$ cat src/rtl/hci_core_cut_if.sv
// hci_core_intf: one HCI-Core link; the target modport faces upstream, the initiator modport faces downstream.
interface hci_core_intf #(
    parameter int unsigned DW = 32,
    parameter int unsigned AW = 32,
    parameter int unsigned BW = DW / 8,
    parameter int unsigned UW = 2
) ();
    logic          req;
    logic          gnt;
    logic [AW-1:0] add;
    logic          wen;
    logic [DW-1:0] data;
    logic [BW-1:0] be;
    logic [UW-1:0] user;
    logic          r_valid;
    logic [DW-1:0] r_data;
    logic          r_opc;
    logic [UW-1:0] r_user;
    logic          lrdy;
    modport target (
        input  req, add, wen, data, be, user, lrdy,
        output gnt, r_valid, r_data, r_opc, r_user
    );
    modport initiator (
        output req, add, wen, data, be, user, lrdy,
        input  gnt, r_valid, r_data, r_opc, r_user
    );
endinterface

$ cat src/rtl/hci_core_cut.sv
// hci_core_cut: timing cut for an HCI-Core link, 2-entry request skid buffer and 1-stage response register.
// Define HCI_CORE_CUT_PERF_EN to add the accepted-request and stall-cycle counters.
module hci_core_cut #(
    parameter int unsigned DW          = 32,
    parameter int unsigned AW          = 32,
    parameter int unsigned BW          = DW / 8,
    parameter int unsigned UW          = 2,
    parameter bit          BYPASS_REQ  = 1'b0,
    parameter bit          BYPASS_RESP = 1'b0
) (
    input  logic            clk_i,
    input  logic            rst_ni,
    input  logic            clear_i,
    hci_core_intf.target    tcdm_target,
    hci_core_intf.initiator tcdm_initiator
`ifdef HCI_CORE_CUT_PERF_EN
    ,
    output logic [31:0]     perf_req_o,
    output logic [31:0]     perf_stall_o
`endif
);
    localparam int unsigned EW = AW + 1 + DW + BW + UW;
    logic push;
    assign push = tcdm_target.req & tcdm_target.gnt;
    if (BYPASS_REQ) begin : g_req_bypass
        assign tcdm_initiator.req  = tcdm_target.req;
        assign tcdm_initiator.add  = tcdm_target.add;
        assign tcdm_initiator.wen  = tcdm_target.wen;
        assign tcdm_initiator.data = tcdm_target.data;
        assign tcdm_initiator.be   = tcdm_target.be;
        assign tcdm_initiator.user = tcdm_target.user;
        assign tcdm_target.gnt     = tcdm_initiator.gnt;
    end else begin : g_req_skid
        logic [1:0]         cnt_q, cnt_d;
        logic               wr_q, wr_d, rd_q, rd_d, pop;
        logic [1:0][EW-1:0] buf_q, buf_d;
        // gnt depends only on occupancy so the downstream gnt path is cut
        assign tcdm_target.gnt    = cnt_q != 2'd2;
        assign tcdm_initiator.req = cnt_q != 2'd0;
        assign pop                = tcdm_initiator.req & tcdm_initiator.gnt;
        assign {tcdm_initiator.add, tcdm_initiator.wen, tcdm_initiator.data,
                tcdm_initiator.be, tcdm_initiator.user} = buf_q[rd_q];
        always_comb begin
            buf_d = buf_q;
            if (push) buf_d[wr_q] = {tcdm_target.add, tcdm_target.wen, tcdm_target.data,
                                     tcdm_target.be, tcdm_target.user};
            cnt_d = clear_i ? 2'd0 : cnt_q + {1'b0, push} - {1'b0, pop};
            wr_d  = ~clear_i & (wr_q ^ push);
            rd_d  = ~clear_i & (rd_q ^ pop);
        end
        always_ff @(posedge clk_i or negedge rst_ni) begin
            if (!rst_ni) begin
                cnt_q <= 2'd0;
                wr_q  <= 1'b0;
                rd_q  <= 1'b0;
            end else begin
                cnt_q <= cnt_d;
                wr_q  <= wr_d;
                rd_q  <= rd_d;
            end
        end
        always_ff @(posedge clk_i) buf_q <= buf_d;
    end
    if (BYPASS_RESP) begin : g_resp_bypass
        assign tcdm_target.r_valid = tcdm_initiator.r_valid;
        assign tcdm_target.r_data  = tcdm_initiator.r_data;
        assign tcdm_target.r_opc   = tcdm_initiator.r_opc;
        assign tcdm_target.r_user  = tcdm_initiator.r_user;
        assign tcdm_initiator.lrdy = tcdm_target.lrdy;
    end else begin : g_resp_reg
        logic          r_valid_q, r_valid_d, r_opc_q, r_opc_d, load, cap;
        logic [DW-1:0] r_data_q, r_data_d;
        logic [UW-1:0] r_user_q, r_user_d;
        assign load                = ~r_valid_q | tcdm_target.lrdy;
        assign cap                 = load & tcdm_initiator.r_valid;
        assign tcdm_initiator.lrdy = load;
        assign tcdm_target.r_valid = r_valid_q;
        assign tcdm_target.r_data  = r_data_q;
        assign tcdm_target.r_opc   = r_opc_q;
        assign tcdm_target.r_user  = r_user_q;
        always_comb begin
            r_valid_d = ~clear_i & (load ? tcdm_initiator.r_valid : r_valid_q);
            r_data_d  = clear_i ? '0 : cap ? tcdm_initiator.r_data : r_data_q;
            r_opc_d   = ~clear_i & (cap ? tcdm_initiator.r_opc : r_opc_q);
            r_user_d  = clear_i ? '0 : cap ? tcdm_initiator.r_user : r_user_q;
        end
        always_ff @(posedge clk_i or negedge rst_ni) begin
            if (!rst_ni) begin
                r_valid_q <= 1'b0;
                r_data_q  <= '0;
                r_opc_q   <= 1'b0;
                r_user_q  <= '0;
            end else begin
                r_valid_q <= r_valid_d;
                r_data_q  <= r_data_d;
                r_opc_q   <= r_opc_d;
                r_user_q  <= r_user_d;
            end
        end
    end
`ifdef HCI_CORE_CUT_PERF_EN
    logic [31:0] perf_req_q, perf_req_d, perf_stall_q, perf_stall_d;
    always_comb begin
        perf_req_d   = clear_i ? 32'd0 : perf_req_q + {31'd0, push};
        perf_stall_d = clear_i ? 32'd0 : perf_stall_q + {31'd0, tcdm_target.req & ~tcdm_target.gnt};
    end
    always_ff @(posedge clk_i or negedge rst_ni) begin
        if (!rst_ni) begin
            perf_req_q   <= 32'd0;
            perf_stall_q <= 32'd0;
        end else begin
            perf_req_q   <= perf_req_d;
            perf_stall_q <= perf_stall_d;
        end
    end
    assign perf_req_o   = perf_req_q;
    assign perf_stall_o = perf_stall_q;
`endif
endmodule
$ cat src/flat_wrapper.sv
// flat-port wrapper written by rule: the top's interface ports become plain ports
module hci_core_cut_flat 
#(
    parameter int unsigned DW          = 32,
    parameter int unsigned AW          = 32,
    parameter int unsigned BW          = DW / 8,
    parameter int unsigned UW          = 2,
    parameter bit          BYPASS_REQ  = 1'b0,
    parameter bit          BYPASS_RESP = 1'b0
)
  (clk_i, rst_ni, clear_i, tcdm_target_req, tcdm_target_add, tcdm_target_wen, tcdm_target_data, tcdm_target_be, tcdm_target_user, tcdm_target_lrdy, tcdm_target_gnt, tcdm_target_r_valid, tcdm_target_r_data, tcdm_target_r_opc, tcdm_target_r_user, tcdm_initiator_req, tcdm_initiator_add, tcdm_initiator_wen, tcdm_initiator_data, tcdm_initiator_be, tcdm_initiator_user, tcdm_initiator_lrdy, tcdm_initiator_gnt, tcdm_initiator_r_valid, tcdm_initiator_r_data, tcdm_initiator_r_opc, tcdm_initiator_r_user);
  hci_core_intf #(.DW(DW), .AW(AW), .BW(BW), .UW(UW)) tcdm_target_i ();
  hci_core_intf #(.DW(DW), .AW(AW), .BW(BW), .UW(UW)) tcdm_initiator_i ();
  input  logic clk_i;
  input  logic rst_ni;
  input  logic clear_i;
  input wire logic [$bits(tcdm_target_i.req)-1:0] tcdm_target_req;
  input wire logic [$bits(tcdm_target_i.add)-1:0] tcdm_target_add;
  input wire logic [$bits(tcdm_target_i.wen)-1:0] tcdm_target_wen;
  input wire logic [$bits(tcdm_target_i.data)-1:0] tcdm_target_data;
  input wire logic [$bits(tcdm_target_i.be)-1:0] tcdm_target_be;
  input wire logic [$bits(tcdm_target_i.user)-1:0] tcdm_target_user;
  input wire logic [$bits(tcdm_target_i.lrdy)-1:0] tcdm_target_lrdy;
  output wire logic [$bits(tcdm_target_i.gnt)-1:0] tcdm_target_gnt;
  output wire logic [$bits(tcdm_target_i.r_valid)-1:0] tcdm_target_r_valid;
  output wire logic [$bits(tcdm_target_i.r_data)-1:0] tcdm_target_r_data;
  output wire logic [$bits(tcdm_target_i.r_opc)-1:0] tcdm_target_r_opc;
  output wire logic [$bits(tcdm_target_i.r_user)-1:0] tcdm_target_r_user;
  output wire logic [$bits(tcdm_initiator_i.req)-1:0] tcdm_initiator_req;
  output wire logic [$bits(tcdm_initiator_i.add)-1:0] tcdm_initiator_add;
  output wire logic [$bits(tcdm_initiator_i.wen)-1:0] tcdm_initiator_wen;
  output wire logic [$bits(tcdm_initiator_i.data)-1:0] tcdm_initiator_data;
  output wire logic [$bits(tcdm_initiator_i.be)-1:0] tcdm_initiator_be;
  output wire logic [$bits(tcdm_initiator_i.user)-1:0] tcdm_initiator_user;
  output wire logic [$bits(tcdm_initiator_i.lrdy)-1:0] tcdm_initiator_lrdy;
  input wire logic [$bits(tcdm_initiator_i.gnt)-1:0] tcdm_initiator_gnt;
  input wire logic [$bits(tcdm_initiator_i.r_valid)-1:0] tcdm_initiator_r_valid;
  input wire logic [$bits(tcdm_initiator_i.r_data)-1:0] tcdm_initiator_r_data;
  input wire logic [$bits(tcdm_initiator_i.r_opc)-1:0] tcdm_initiator_r_opc;
  input wire logic [$bits(tcdm_initiator_i.r_user)-1:0] tcdm_initiator_r_user;
  assign tcdm_target_i.req = tcdm_target_req;
  assign tcdm_target_i.add = tcdm_target_add;
  assign tcdm_target_i.wen = tcdm_target_wen;
  assign tcdm_target_i.data = tcdm_target_data;
  assign tcdm_target_i.be = tcdm_target_be;
  assign tcdm_target_i.user = tcdm_target_user;
  assign tcdm_target_i.lrdy = tcdm_target_lrdy;
  assign tcdm_target_gnt = tcdm_target_i.gnt;
  assign tcdm_target_r_valid = tcdm_target_i.r_valid;
  assign tcdm_target_r_data = tcdm_target_i.r_data;
  assign tcdm_target_r_opc = tcdm_target_i.r_opc;
  assign tcdm_target_r_user = tcdm_target_i.r_user;
  assign tcdm_initiator_req = tcdm_initiator_i.req;
  assign tcdm_initiator_add = tcdm_initiator_i.add;
  assign tcdm_initiator_wen = tcdm_initiator_i.wen;
  assign tcdm_initiator_data = tcdm_initiator_i.data;
  assign tcdm_initiator_be = tcdm_initiator_i.be;
  assign tcdm_initiator_user = tcdm_initiator_i.user;
  assign tcdm_initiator_lrdy = tcdm_initiator_i.lrdy;
  assign tcdm_initiator_i.gnt = tcdm_initiator_gnt;
  assign tcdm_initiator_i.r_valid = tcdm_initiator_r_valid;
  assign tcdm_initiator_i.r_data = tcdm_initiator_r_data;
  assign tcdm_initiator_i.r_opc = tcdm_initiator_r_opc;
  assign tcdm_initiator_i.r_user = tcdm_initiator_r_user;
  hci_core_cut #(.DW(DW), .AW(AW), .BW(BW), .UW(UW), .BYPASS_REQ(BYPASS_REQ), .BYPASS_RESP(BYPASS_RESP)) u_core (.clk_i(clk_i), .rst_ni(rst_ni), .clear_i(clear_i), .tcdm_target(tcdm_target_i), .tcdm_initiator(tcdm_initiator_i));
endmodule
$ cat config.mk
export PLATFORM = sky130hd
export DESIGN_NAME = hci_core_cut_flat
export DESIGN_NICKNAME = d
export VERILOG_FILES = /design/src/rtl/hci_core_cut_if.sv /design/src/rtl/hci_core_cut.sv /design/src/flat_wrapper.sv
export SDC_FILE = /design/constraint.sdc
export NUM_CORES = 1
export LEC_CHECK = 0
export ABC_AREA = 1
export CAP_MARGIN = 10
export CORE_AREA = 2 2 128 130
export DETAILED_ROUTE_END_ITERATION = 16
export DIE_AREA = 0 0 130 132
export PLACE_DENSITY = 0.79
export SLEW_MARGIN = 25
export SYNTH_ARGS = -nofsm -noshare
export SYNTH_HDL_FRONTEND = slang
export SYNTH_SLANG_ARGS = --single-unit
$ cat constraint.sdc
create_clock -name clk_i -period 3.2 [get_ports clk_i]
set_clock_uncertainty 0.15 [all_clocks]
set_input_delay 0.64 -clock clk_i [delete_from_list [all_inputs] [get_ports clk_i]]
set_output_delay 0.64 -clock clk_i [all_outputs]
set_load 0.1 [all_outputs]
==> impl_metrics.yaml <==
clocking:
  cts_made_buffers: 17
  post_cts_resized: 0
  path_clk_slew_ns: 0.07
  root_buffer: "clkbuf_16"
  tritoncts: "built"
  cts_hold_buf: 0
  clk_path_buf_depth: 2
  post-cts-setup-buffer-count: 0
  cts_htree_levels: 4
  cts.sinks: 182
  clock_latency_ns: 0.42
worst_setup_path:
  cp-start-kind: "flop"
  worstSetupEndpointType: "output pin"
  cp_max_fo: 27
  r2r-start: "u_core.g_req_skid.cnt_q[1]"
  worstSetupPathType: "reg2out"
  r2r_slack_ns: 1.34
  r2r_end: "u_core.g_req_skid.buf_q[107]"
  arrival_ns: 2.00
  r2r_cells: 5
  required_ns: 2.41
pwr:
  p_int_uw: 5590
  power_frac_seq: 0.316
  p_leak_uw: 0.00427
  pwr-share-comb: 0.473
  vdd_drop_max_mv: 0.461
  netSwitchingPower_uw: 4210
  switching_share: 0.429
  pwr_density_cell_nw_per_um2: 936
  clkPwrFrac: 0.211
cells_and_area:
  final_cell_mix: "edfxtp_1 (142), clkdlybuf4s50_1 (111), buf_4 (79), mux2_4 (68)"
  final_nets: 761
  diodes: 0
  fin_util: 0.666
  multi_input_area_sq_um: 1750
  nFillCells: 1065
  area_growth_pct: 43.8
  final_common_cell: "edfxtp_1"
  seqCellArea_sq_um: 5270
  drive_above_1_share: 0.350
floorplanning:
  fp-row-count: 46
  ioPinCount: 223
  dieArea_sq_um: 17200
  chipHeight_um: 132
  start_util: 0.463
  coreArea_sq_um: 15700
  die_width_um: 130
global_route:
  grt_pass1_wl_um: 23600
  grtUsageTotal: 0.180
  grt_pass1_vias: 4437
  grt_antenna_before_repair: 0
  grt.overflow.total: 0
  grt_max_degree: 37
sta:
  rsz0062_at_grt: "false"
  drv_slew: 0
  timing.fmax_ghz: 0.358
  final_hold_viol_count: 0
  slew_headroom: 0.520
  finalCriticalPeriod_ns: 2.79
  setup_ws_ns: 0.410
  tightest_slew_ns: 0.720
  min_period_over_period: 0.872
  timing.hold.ws_ns: 0.121
  finalSetupViolations: 0
yosys:
  yosysSeqAreaShare: 0.723
  synth_cell_types: 18
  ys_warn_count: 0
  synth_fp_nets: 535
  avgSynthCellArea_sq_um: 17.4
  yosys_register_bits: 182
  synthCells: 418
  syn_area_sq_um: 7280
routing:
  drc: 0
  route.detailed.wl_per_inst_um: 17.4
  finalWirelength_um: 15200
  first_pass_iters: 4
  drtIter0Drc: 241
  ant_nets: 0
  vias: 4332
  viasPerCell: 4.96
placed_design:
  dp_slack_ns: 0.712
  hpwl_um: 11000
  port_buffers: 222
  gp_congestion: 0.743
run_status:
  status: "complete, no violations"
flow_run:
  maxCapViolations: 0
worst_hold_path:
  hold_path_class: "in2async"
[worst max-delay path: stages (launching register included)]
cell and delay [ns]:
dfrtp_4 0.69, buf_12 0.28, mux2_4 0.34, buf_4 0.23
[power groups by stage]
stage               Combinational [uW]  Clock [uW]  Sequential, uW
floorplan                         3270           0            3300
global placement                  4640           0            3120
detailed placement                4670           0            3150
CTS                               4680        2110            3100
global route                      4780        2210            3130
finish                            4630        2060            3100
[synthesized netlist by cell type]
library cell  number  area share
buf_12             7       0.019
mux2_4            68        0.14
ha_1               4      0.0069
buf_2             13      0.0089
dfrtp_1           40        0.14
buf_4              4      0.0041
edfxtp_1         142        0.59
mux2_2             3      0.0046
inv_2              1     0.00052
nand4_1           35       0.030
inv_1              9      0.0046
nand2_2            1     0.00086
nand2_4            1      0.0015
nor2_1             7      0.0036
nand2_1           42       0.022
a21oi_1            2      0.0014
buf_6              2      0.0031
nand3_1           37       0.025
[area by class of cell]
| class | instances | area share |
|---|---|---|
| timing repair buffer | 233 | 0.244 |
| clock inverter | 15 | 0.0164 |
| multi-input combinational | 200 | 0.167 |
| inverter | 10 | 0.00359 |
| clock buffer | 17 | 0.0406 |
| sequential | 182 | 0.503 |
| tap | 216 | 0.0258 |
[metrics by stage]
stage | instances | TNS (ns) | area, sq um | total power [uW]
CTS | 873 | 0 | 10500 | 9890
floorplan | 418 | -61.95 | 7280 | 6570
global route | 873 | 0 | 10500 | 10100
global placement | 841 | 0 | 9870 | 7760
finish | 873 | 0 | 10500 | 9800
detailed placement | 841 | 0 | 9870 | 7820
[how the worst max path moves through the flow]
stage | startpoint | endpoint | cells past startpoint
after CTS | u_core.g_req_skid.rd_q | tcdm_initiator_user[0] | 3
after floorplan | u_core.g_req_skid.cnt_q[0] | u_core.g_req_skid.buf_q[100] | 5
after detailed placement | tcdm_target_req | u_core.g_req_skid.buf_q[73] | 5
after global routing | u_core.g_req_skid.rd_q | tcdm_initiator_user[0] | 3
after global placement | tcdm_target_req | u_core.g_req_skid.buf_q[36] | 5
final | u_core.g_req_skid.rd_q | tcdm_initiator_user[0] | 3
[metal layers]
metal / track usage / up-vias / share of wire
li1: - / 2018 / -
met5: 0 / - / 0
met4: 0.0597 / 0 / 0.016
met1: 0.222 / 2089 / 0.40
met3: 0.0613 / 18 / 0.093
met2: 0.298 / 207 / 0.50
[sequential cells by signal, summed over array words and instances, names as in the netlist]
name / flops
u_core.g_req_skid.buf_q: 142
u_core.tcdm_target.r_data: 32
u_core.g_req_skid.cnt_q: 2
u_core.tcdm_target.r_user: 2
u_core.g_req_skid.rd_q: 1
u_core.g_req_skid.wr_q: 1
u_core.tcdm_target.r_opc: 1
u_core.tcdm_target.r_valid: 1
[kinds of logic (layout without fill, tap and decap cells)]
group | count (synthesis) | after routing | synth area share
AOI/OAI and AO/OA | 2 | 2 | 0.00137
and+or+nand+nor | 123 | 123 | 0.0832
adders and majority gates | 4 | 4 | 0.00687
DFF | 182 | 182 | 0.723
muxes | 71 | 71 | 0.145
buffers and inverters | 36 | 275 | 0.0406
Power figures use the tool's default switching activity.
